`config.mk`:
```
export PLATFORM = sky130hd
export DESIGN_NAME = pulse_cmd_rx
export DESIGN_NICKNAME = d
export VERILOG_FILES = /design/src/rtl/pulse_cmd_rx.sv
export SDC_FILE = /design/constraint.sdc
export NUM_CORES = 1
export LEC_CHECK = 0
export BUFFER_PORTS_ARGS = -buffer_cell sky130_fd_sc_hd__buf_2
export CELL_PAD_IN_SITES_DETAIL_PLACEMENT = 2
export CELL_PAD_IN_SITES_GLOBAL_PLACEMENT = 2
export CORE_UTILIZATION = 42
export DETAILED_ROUTE_END_ITERATION = 7
export PLACE_DENSITY_LB_ADDON = 0.1
export REMOVE_ABC_BUFFERS = 1
export SLEW_MARGIN = 15
export SYNTH_ARGS = -nofsm -noshare
export SYNTH_HDL_FRONTEND = slang
export SYNTH_SLANG_ARGS = --single-unit
```
`constraint.sdc`:
```
create_clock -name clk -period 2.3 [get_ports clk]
set_clock_uncertainty 0.2 [all_clocks]
set_input_delay 0.345 -clock clk [delete_from_list [all_inputs] [get_ports clk]]
set_output_delay 0.345 -clock clk [all_outputs]
set_load 0.005 [all_outputs]
```
`src/rtl/pulse_cmd_rx.sv`:
```
// UART (8N1) command receiver and 12-byte parameter frame parser.
// Parameter outputs only change on a frame whose checksum verifies.
module pulse_cmd_rx #(
    parameter int unsigned CLKS_PER_BIT = 104,
    parameter int unsigned TIMEOUT_CLKS = 120000,
    parameter logic [7:0]  SYNC_BYTE    = 8'hA5,
    parameter logic [23:0] DEF_PER      = 24'd10000,
    parameter logic [15:0] DEF_P1       = 16'd15,
    parameter logic [15:0] DEF_DEL      = 16'd100,
    parameter logic [15:0] DEF_P2       = 16'd30,
    parameter logic        DEF_CP       = 1'b1,
    parameter logic        DEF_BL       = 1'b1
) (
    input  logic        clk,
    input  logic        resetn,
    input  logic        rxd,
    output logic [23:0] per,
    output logic [15:0] p1wid,
    output logic [15:0] del,
    output logic [15:0] p2wid,
    output logic        cp,
    output logic        bl,
    output logic        rx_done,
    output logic        frame_err
);
    localparam int unsigned CNT_W  = $clog2(CLKS_PER_BIT + 1);
    localparam int unsigned IDLE_W = $clog2(TIMEOUT_CLKS + 1);
    localparam logic [CNT_W-1:0]  HALF_M1 = CNT_W'(CLKS_PER_BIT / 2 - 1);
    localparam logic [CNT_W-1:0]  FULL_M1 = CNT_W'(CLKS_PER_BIT - 1);
    localparam logic [IDLE_W-1:0] TO_M1   = IDLE_W'(TIMEOUT_CLKS - 1);

    typedef enum logic [1:0] {U_IDLE, U_START, U_DATA, U_STOP} uart_e;
    typedef enum logic [1:0] {P_HUNT, P_PAYLOAD, P_CHECK} parse_e;

    logic             rx_s1_q, rx_s2_q, rx_prev_q;
    uart_e            uart_q, uart_d;
    logic [CNT_W-1:0] cnt_q, cnt_d;
    logic [2:0]       bit_q, bit_d;
    logic [7:0]       shift_q, shift_d;
    logic             bv_q, bv_d, serr_q, serr_d;

    parse_e            p_q, p_d;
    logic [3:0]        idx_q, idx_d;
    logic [7:0]        xor_q, xor_d;
    logic [IDLE_W-1:0] idle_q, idle_d;
    logic [23:0]       per_sh_q, per_sh_d;
    logic [15:0]       p1_sh_q, p1_sh_d, del_sh_q, del_sh_d, p2_sh_q, p2_sh_d;
    logic [1:0]        fl_sh_q, fl_sh_d;
    logic [23:0]       per_q, per_d;
    logic [15:0]       p1_q, p1_d, del_q, del_d, p2_q, p2_d;
    logic              cp_q, cp_d, bl_q, bl_d, done_q, done_d, ferr_q, ferr_d;

    always_comb begin
        uart_d  = uart_q;
        cnt_d   = cnt_q + 1'b1;
        bit_d   = bit_q;
        shift_d = shift_q;
        bv_d    = 1'b0;
        serr_d  = 1'b0;
        case (uart_q)
            U_IDLE: begin
                cnt_d = '0;
                if (rx_prev_q && !rx_s2_q) uart_d = U_START;
            end
            U_START: if (cnt_q == HALF_M1) begin
                cnt_d  = '0;
                bit_d  = '0;
                uart_d = rx_s2_q ? U_IDLE : U_DATA;
            end
            U_DATA: if (cnt_q == FULL_M1) begin
                cnt_d   = '0;
                shift_d = {rx_s2_q, shift_q[7:1]};
                bit_d   = bit_q + 1'b1;
                if (bit_q == 3'd7) uart_d = U_STOP;
            end
            U_STOP: if (cnt_q == FULL_M1) begin
                cnt_d  = '0;
                uart_d = U_IDLE;
                if (rx_s2_q) bv_d = 1'b1;
                else         serr_d = 1'b1;
            end
            default: uart_d = U_IDLE;
        endcase
    end

    // A received byte takes priority over a timeout expiring in the same cycle.
    always_comb begin
        p_d      = p_q;
        idx_d    = idx_q;
        xor_d    = xor_q;
        idle_d   = (p_q == P_HUNT) ? '0 : idle_q + 1'b1;
        per_sh_d = per_sh_q;
        p1_sh_d  = p1_sh_q;
        del_sh_d = del_sh_q;
        p2_sh_d  = p2_sh_q;
        fl_sh_d  = fl_sh_q;
        per_d    = per_q;
        p1_d     = p1_q;
        del_d    = del_q;
        p2_d     = p2_q;
        cp_d     = cp_q;
        bl_d     = bl_q;
        done_d   = 1'b0;
        ferr_d   = 1'b0;
        if (bv_q) begin
            idle_d = '0;
            case (p_q)
                P_HUNT: if (shift_q == SYNC_BYTE) begin
                    xor_d = '0;
                    idx_d = '0;
                    p_d   = P_PAYLOAD;
                end
                P_PAYLOAD: begin
                    xor_d = xor_q ^ shift_q;
                    case (idx_q)
                        4'd0: per_sh_d[23:16] = shift_q;
                        4'd1: per_sh_d[15:8]  = shift_q;
                        4'd2: per_sh_d[7:0]   = shift_q;
                        4'd3: p1_sh_d[15:8]   = shift_q;
                        4'd4: p1_sh_d[7:0]    = shift_q;
                        4'd5: del_sh_d[15:8]  = shift_q;
                        4'd6: del_sh_d[7:0]   = shift_q;
                        4'd7: p2_sh_d[15:8]   = shift_q;
                        4'd8: p2_sh_d[7:0]    = shift_q;
                        4'd9: fl_sh_d         = shift_q[1:0];
                        default: ;
                    endcase
                    if (idx_q == 4'd9) p_d = P_CHECK;
                    else               idx_d = idx_q + 1'b1;
                end
                P_CHECK: begin
                    p_d = P_HUNT;
                    if (shift_q == xor_q) begin
                        per_d  = per_sh_q;
                        p1_d   = p1_sh_q;
                        del_d  = del_sh_q;
                        p2_d   = p2_sh_q;
                        cp_d   = fl_sh_q[0];
                        bl_d   = fl_sh_q[1];
                        done_d = 1'b1;
                    end else begin
                        ferr_d = 1'b1;
                    end
                end
                default: p_d = P_HUNT;
            endcase
        end else if (serr_q) begin
            p_d    = P_HUNT;
            idle_d = '0;
            ferr_d = (p_q != P_HUNT);
        end else if (p_q != P_HUNT && idle_q == TO_M1) begin
            p_d    = P_HUNT;
            idle_d = '0;
            ferr_d = 1'b1;
        end
    end

    always_ff @(posedge clk or negedge resetn) begin
        if (!resetn) begin
            rx_s1_q   <= 1'b1;
            rx_s2_q   <= 1'b1;
            rx_prev_q <= 1'b1;
            uart_q    <= U_IDLE;
            cnt_q     <= '0;
            bit_q     <= '0;
            shift_q   <= '0;
            bv_q      <= 1'b0;
            serr_q    <= 1'b0;
            p_q       <= P_HUNT;
            idx_q     <= '0;
            xor_q     <= '0;
            idle_q    <= '0;
            per_sh_q  <= '0;
            p1_sh_q   <= '0;
            del_sh_q  <= '0;
            p2_sh_q   <= '0;
            fl_sh_q   <= '0;
            per_q     <= DEF_PER;
            p1_q      <= DEF_P1;
            del_q     <= DEF_DEL;
            p2_q      <= DEF_P2;
            cp_q      <= DEF_CP;
            bl_q      <= DEF_BL;
            done_q    <= 1'b0;
            ferr_q    <= 1'b0;
        end else begin
            rx_s1_q   <= rxd;
            rx_s2_q   <= rx_s1_q;
            rx_prev_q <= rx_s2_q;
            uart_q    <= uart_d;
            cnt_q     <= cnt_d;
            bit_q     <= bit_d;
            shift_q   <= shift_d;
            bv_q      <= bv_d;
            serr_q    <= serr_d;
            p_q       <= p_d;
            idx_q     <= idx_d;
            xor_q     <= xor_d;
            idle_q    <= idle_d;
            per_sh_q  <= per_sh_d;
            p1_sh_q   <= p1_sh_d;
            del_sh_q  <= del_sh_d;
            p2_sh_q   <= p2_sh_d;
            fl_sh_q   <= fl_sh_d;
            per_q     <= per_d;
            p1_q      <= p1_d;
            del_q     <= del_d;
            p2_q      <= p2_d;
            cp_q      <= cp_d;
            bl_q      <= bl_d;
            done_q    <= done_d;
            ferr_q    <= ferr_d;
        end
    end

    assign per       = per_q;
    assign p1wid     = p1_q;
    assign del       = del_q;
    assign p2wid     = p2_q;
    assign cp        = cp_q;
    assign bl        = bl_q;
    assign rx_done   = done_q;
    assign frame_err = ferr_q;
endmodule

```
==> results of run 1 <==
==> state kept, by name, indices dropped and copies added (netlist names), 2 cells and up, named ones only <==
signal    cells
bit_q         3
cnt_q         7
del          16
del_sh_q     16
fl_sh_q       2
idle_q       17
idx_q         4
p1_sh_q      16
p1wid        16
p2_sh_q      16
p2wid        16
p_q           2
per          24
per_sh_q     24
shift_q       8
xor_q         8
==> per-stage QoR <==
step	cells	utilization (%)
global route	1000	52.0
CTS	998	51.8
global placement	952	47.6
finish	1000	52.0
detailed placement	952	47.6
floorplan	580	-
==> worst paths after layout <==
check | from | end | cells past startpoint
min in group asynchronous | resetn | del[3] | 2
setup / recovery | xor_q[0] | p1wid[14] | 6
hold / removal | rx_s1_q | rx_s2_q | 0
setup reg to reg | xor_q[0] | p1wid[14] | 6
hold reg to reg | rx_s1_q | rx_s2_q | 0
max in group asynchronous | resetn | p2wid[4] | 3
==> metal layers <==
layer  global-route usage, %  up-vias  part of all wire, %
met5                       0        -                    0
met4                    5.88        0                  1.8
met2                    40.6       88                   54
met3                    2.58       29                  2.9
li1                        -     2366                    -
met1                    26.6     2801                   41
==> synthesized netlist by cell type, types with 2 or more instances <==
cell type	n	area share, %
a211oi_1	2	0.18
a21boi_0	2	0.18
a21o_1	2	0.18
a21oi_1	5	0.30
a311oi_1	3	0.31
and2_1	2	0.15
and3b_1	3	0.31
and4_1	2	0.21
buf_2	6	0.35
buf_4	2	0.18
buf_6	5	0.66
clkbuf_1	13	0.58
dfrtp_1	185	55
dfstp_2	21	6.5
ha_1	8	1.2
inv_1	11	0.49
mux2_1	54	7.2
mux2_2	104	14
mux2i_1	2	0.24
nand2_1	20	0.89
nand2_2	8	0.59
nand2b_1	2	0.15
nand3_1	13	0.77
nand3b_1	2	0.18
nand4_1	9	0.66
nor2_1	41	1.8
nor2b_1	3	0.22
nor3_1	5	0.30
nor3b_1	2	0.18
nor4_1	7	0.52
nor4_4	2	0.50
o21ai_0	10	0.59
o31ai_1	9	0.80
or4_1	2	0.18
xnor2_1	22	2.3
xor2_1	6	0.62
==> timing repair <==
item,CTS,global route
gates resized for setup,1,2
endpoints found under the hold margin,54,0
pin swaps,1,1
hold buffers,2,0
cloned,0,1
setup endpoints to repair,64,48
setup buffers,2,1
==> logic make-up after synthesis <==
kind of cell,Yosys count
AO/OA/AOI/OAI,38
XOR/XNOR,28
adder cells (fa/ha/maj),8
buffers and inverters,37
flip-flops,206
multiplexers,160
AND/OR/NAND/NOR,129
==> cell type report <==
class	instances	area share [%]
clock buffers	33	6.41
multi-input cells	363	30.6
flip-flops and latches	206	50.8
well taps	265	3.25
clock inverters	9	1.26
repair buffers	113	7.28
inverters	11	0.405
==> placed cells by master (no fill, tap or decap), drive strengths merged, types with 8 or more instances in the layout <==
| cell | Yosys | routed |
|---|---|---|
| buf | 13 | 109 |
| mux2 | 158 | 158 |
| clkbuf | 13 | 35 |
| ha | 8 | 8 |
| dfstp | 21 | 21 |
| inv | 11 | 12 |
| nand4 | 9 | 9 |
| nand3 | 13 | 13 |
| xnor2 | 22 | 22 |
| o21ai | 10 | 10 |
| o31ai | 9 | 9 |
| nor4 | 10 | 10 |
| nand2 | 28 | 28 |
| nor2 | 42 | 42 |
| dfrtp | 185 | 185 |
==> worst max-delay path, stage by stage (launching register included) <==
cell     delay (ps)
dfrtp_1         420
xnor2_1         240
nand4_1         220
nor4_4          200
buf_4           220
buf_16          200
mux2_1          370
==> power by group through the flow <==
stage | clock network [mW] | registers (mW) | logic [mW]
final | 3.75 | 3.75 | 0.219
after global routing | 3.99 | 3.75 | 0.254
after CTS | 3.87 | 3.75 | 0.228
after detailed placement | 0 | 3.81 | 0.225
after global placement | 0 | 3.80 | 0.213
after floorplan | 0 | 3.79 | 0.107
==> impl_metrics.env, run 1 <==
export IMPL_status="complete, no violations"
export IMPL_r2r_slack_ps=90
export IMPL_path_class="reg -> reg"
export IMPL_area_delta_synth_final_pct=20.4
export IMPL_fmax_mhz=452
export IMPL_critPathRequiredTime_ps=2470
export IMPL_grt_usage_pct=21.8
export IMPL_p_clk_share_pct=48.6
export IMPL_fp_dieArea_um2=20700
export IMPL_drc=0
export IMPL_clkTransAtPathRegs_ps=60
export IMPL_combPwrFrac_pct=2.8
export IMPL_start_util_pct=43.2
export IMPL_drt_initial_drc_count=121
export IMPL_via_count=5284
export IMPL_synth_avg_cell_area_um2=14.0
export IMPL_endpoint_kind="register"
export IMPL_ir_drop_uv=458
export IMPL_fillCellCount=1892
export IMPL_grt_overflow=0
export IMPL_port_buffers=78
export IMPL_grt_max_degree=61
export IMPL_dpl_cell_area_um2=9330
export IMPL_die_h_um=144
export IMPL_synth_xor_area_share_pct=2.90
export IMPL_antenna_left=0
export IMPL_worstMarginPinSlew_ps=569
export IMPL_synth_edf_count=0
export IMPL_yosysSeqAreaShare_pct=61.2
export IMPL_hold_path_class="reg -> reg"
export IMPL_slew_violations=0
export IMPL_syn_inst=606
export IMPL_first_pass_iters=4
export IMPL_ys_ff_latch=206
export IMPL_insertion_delay_ps=510
export IMPL_synth_adder_area_share_pct=1.18
export IMPL_grt_pass1_vias=6049
export IMPL_io_pins=79
export IMPL_finalCriticalPeriod_ps=2210
export IMPL_post_drt_wl_per_cell_um=21.6
export IMPL_syn_area_um2=8470
export IMPL_grt_first_pass_wirelength_mm=34.3
export IMPL_seq_area_um2=5180
export IMPL_start_kind="register"
export IMPL_critPathMaxFanout=25
export IMPL_antenna_found_initial=0
export IMPL_swShare_pct=21.3
export IMPL_cts_root_buf="clkbuf_16"
export IMPL_synthFlopType="dfrtp_1"
export IMPL_hold_violations=0
export IMPL_synth_cell_types=47
export IMPL_finalSetupViolCount=0
export IMPL_multi_input_area_um2=3120
export IMPL_vias_per_cell=5.28
export IMPL_fin_nets=729
export IMPL_fin_hold_ws_ps=166
export IMPL_clock_sinks=206
export IMPL_cts_max_path_buffers=3
export IMPL_synth_top_family_by_area="multiplexers"
export IMPL_synth_compound_area_share_pct=3.00
export IMPL_cp_data_arrival_time_ps=2390
export IMPL_power_switching_mw=1.65
export IMPL_die_x_um=144
export IMPL_stdcell_area_um2=10200
export IMPL_leakage_nw=5.10
export IMPL_synth_simple_area_share_pct=8.26
export IMPL_cts_made_buffers=23
export IMPL_design_core_area_um2=19600
export IMPL_place_gp_congestion=0.758
export IMPL_pre_cts_slack_ps=-139
export IMPL_diodes=0
export IMPL_cts_htree_levels=1
export IMPL_cts_tree="done"
export IMPL_ys_warnings_count=0
export IMPL_synth_async_sr_flop_share_pct=100
export IMPL_period_share_pct=96.3
export IMPL_p_total_mw=7.72
export IMPL_setup_tns_ps=0
export IMPL_rsz0062_at_grt="true"
export IMPL_synthMuxAreaShare_pct=21.2
export IMPL_drive_gt1_share_pct=39.0
export IMPL_fin_ws_ps=85.3
export IMPL_powerDensity_nw_per_um2=757
export IMPL_rows=51
export IMPL_power_internal_mw=6.07
export IMPL_drt_wl_total_mm=21.6
export IMPL_maxCapViolCount=0
export IMPL_dpl_hpwl_mm=13.5
export IMPL_power_frac_seq_pct=48.6
export IMPL_max_slew_margin_pct=62.1
No activity file was read; power rests on OpenSTA's default activity.
==> run 2, diff against run 1 <==
--- a/config.mk
+++ b/config.mk
@@ -5,10 +5,11 @@
 export SDC_FILE = /design/constraint.sdc
 export NUM_CORES = 1
 export LEC_CHECK = 0
+export ABC_AREA = 1
 export BUFFER_PORTS_ARGS = -buffer_cell sky130_fd_sc_hd__buf_2
 export CELL_PAD_IN_SITES_DETAIL_PLACEMENT = 2
 export CELL_PAD_IN_SITES_GLOBAL_PLACEMENT = 2
-export CORE_UTILIZATION = 42
+export CORE_UTILIZATION = 37
 export DETAILED_ROUTE_END_ITERATION = 7
 export PLACE_DENSITY_LB_ADDON = 0.1
 export REMOVE_ABC_BUFFERS = 1
==> impl_metrics.env, run 2 <==
export IMPL_setup_tns_ps=0
export IMPL_place_gp_congestion=0.746
export IMPL_ys_warnings_count=0
export IMPL_synth_async_sr_flop_share_pct=100
export IMPL_cts_resized_gates=0
export IMPL_first_pass_iters=4
export IMPL_synth_xor_area_share_pct=2.33
export IMPL_start_util_pct=37.9
export IMPL_fp_dieArea_um2=23900
export IMPL_finalNonFillerCells=1362
export IMPL_ctsHoldBuffers=2
export IMPL_synth_top_area_share_pct=53.6
export IMPL_synth_adder_area_share_pct=1.16
export IMPL_worstMarginPinSlew_ps=616
export IMPL_synth_top_family_by_area="simple AND/OR/NAND/NOR gates"
export IMPL_dr_wl_met3_um=655
export IMPL_synth_compound_area_share_pct=6.15
export IMPL_synthMuxAreaShare_pct=0
export IMPL_ys_ff_latch=206
export IMPL_drc=0
export IMPL_finalSetupViolCount=0
export IMPL_powerDensity_nw_per_um2=776
export IMPL_whs_path_depth=0
export IMPL_synth_most_common_cell="nand2_1"
export IMPL_hold_violations=0
export IMPL_clkTransAtPathRegs_ps=60
export IMPL_wirelength_met1_mm=10.4
export IMPL_start_kind="register"
export IMPL_diodes=0
export IMPL_cp_data_arrival_time_ps=2250
export IMPL_synth_simple_area_share_pct=25.2
export IMPL_cts_htree_levels=1
export IMPL_synth_cell_types=33
export IMPL_cts_setup_buffers=0
export IMPL_grt_usage_pct=21.2
export IMPL_antenna_found_initial=0
export IMPL_grt_max_degree=58
export IMPL_slew_violations=0
export IMPL_syn_inst=945
export IMPL_status="complete, no violations"
export IMPL_ir_drop_uv=525
export IMPL_r2r_cells=9
export IMPL_dpl_cell_area_um2=9510
export IMPL_placed_cells=1314
export IMPL_fin_nets=1041
export IMPL_dr_max_layer_used="met4"
export IMPL_clock_sinks=206
export IMPL_critPathMaxFanout=13
export IMPL_fmax_mhz=488
export IMPL_design_core_area_um2=22800
export IMPL_antenna_left=0
export IMPL_post_drt_wl_per_cell_um=17.6
export IMPL_final_cell_mix="nand2_1 (297), dfrtp_1 (185), nor2_1 (83), nand4_1 (80), buf_2 (77)"
export IMPL_synth_area_leaders="dfrtp_1 (54%), nand2_1 (13%), dfstp_2 (6.4%)"
export IMPL_dpl_hpwl_mm=15.3
export IMPL_leakage_nw=5.32
export IMPL_hold_path_class="reg -> reg"
export IMPL_drt_wl_total_mm=24.0
export IMPL_syn_area_um2=8630
export IMPL_synth_area_leader_cell="dfrtp_1"
export IMPL_synthFlopType="dfrtp_1"
export IMPL_io_pins=79
export IMPL_final_common_cell="nand2_1"
export IMPL_maxCapViolCount=0
export IMPL_stdcell_area_um2=10400
export IMPL_ys_top_cells_by_count="nand2_1 (297), dfrtp_1 (185), nor2_1 (84), nand4_1 (80), o21ai_0 (70)"
export IMPL_grt_first_pass_wirelength_mm=40.3
export IMPL_finalCriticalPeriod_ps=2050
export IMPL_met2_length_mm=12.6
export IMPL_grt_pass1_vias=7593
export IMPL_critPathRequiredTime_ps=2500
export IMPL_rsz0062_at_grt="false"
export IMPL_drive_gt1_share_pct=17.3
export IMPL_rows=55
export IMPL_via_count=6912
export IMPL_vias_per_cell=5.07
export IMPL_endpoint_kind="register"
export IMPL_max_slew_margin_pct=58.9
export IMPL_area_delta_synth_final_pct=20.5
export IMPL_period_share_pct=89.1
export IMPL_yosysSeqAreaShare_pct=60.0
export IMPL_cts_root_buf="clkbuf_16"
export IMPL_die_h_um=155
export IMPL_path_class="reg -> reg"
export IMPL_synth_edf_count=0
export IMPL_port_buffers=78
export IMPL_drt_initial_drc_count=236
export IMPL_synth_avg_cell_area_um2=9.13
export IMPL_cts_tree="done"
export IMPL_cts_made_buffers=25
export IMPL_insertion_delay_ps=520
export IMPL_grt_overflow=0
export IMPL_cts_max_path_buffers=3
export IMPL_die_x_um=155
run 2: layout make-up:
type                       instances  area (µm²)
clock buffer                      38         774
clock inverter                     8        96.3
fill                            2485       12400
inverter                          58         218
multi-input combinational        633        3030
sequential                       206        5180
tap                              313         392
timing repair buffer             106         702
run 2: metal layers:
metal	up-vias	global-route usage [%]
met1	3538	26.3
met4	0	4.76
met3	30	2.58
li1	3250	-
met2	94	39.0
met5	-	0
run 2: path summary, 6_finish.rpt:
kind                       slack, ps         to  startpoint
max                              250  idle_q[7]   idle_q[0]
min                              150    rx_s2_q     rx_s1_q
max reg2reg                      250  idle_q[7]   idle_q[0]
min reg2reg                      150    rx_s2_q     rx_s1_q
max in group asynchronous       1010     del[6]      resetn
min in group asynchronous        160     per[2]      resetn
run 2: kinds of logic (layout without fill, tap and decap cells):
kind of cell	Yosys count	after routing
flops	206	206
compound gates	105	105
fa+ha+maj	8	8
buf+inv	106	210
xor+xnor	23	23
simple gates	497	497
run 2: critical path, cell delays in order, from the launching register on:
cell and delay [ps]:
dfrtp_1 390, ha_1 210, nand3_1 140, nor2_1 310
nand4_1 140, nand2_1 120, inv_1 100, nand2_1 120
buf_12 150, nor2_1 50
run 2: report_power, final:
group / internal [mW] / total [mW] / switching [mW]
clock network: 2.54 / 4.08 / 1.54
registers: 3.68 / 3.73 / 0.0520
logic: 0.0855 / 0.262 / 0.176
total: 6.30 / 8.07 / 1.77
run 2: stage by stage:
stage / total power [mW] / hold WS [ps] / setup slack (ps) / util, %
after floorplan: 3.92 / -151 / -3510 / -
after global placement: 4.05 / 146 / 301 / 41.7
after detailed placement: 4.06 / 147 / 212 / 41.7
after CTS: 8.20 / 156 / 196 / 45.6
after global routing: 8.35 / 159 / 15.8 / 45.6
final: 8.07 / 155 / 251 / 45.6
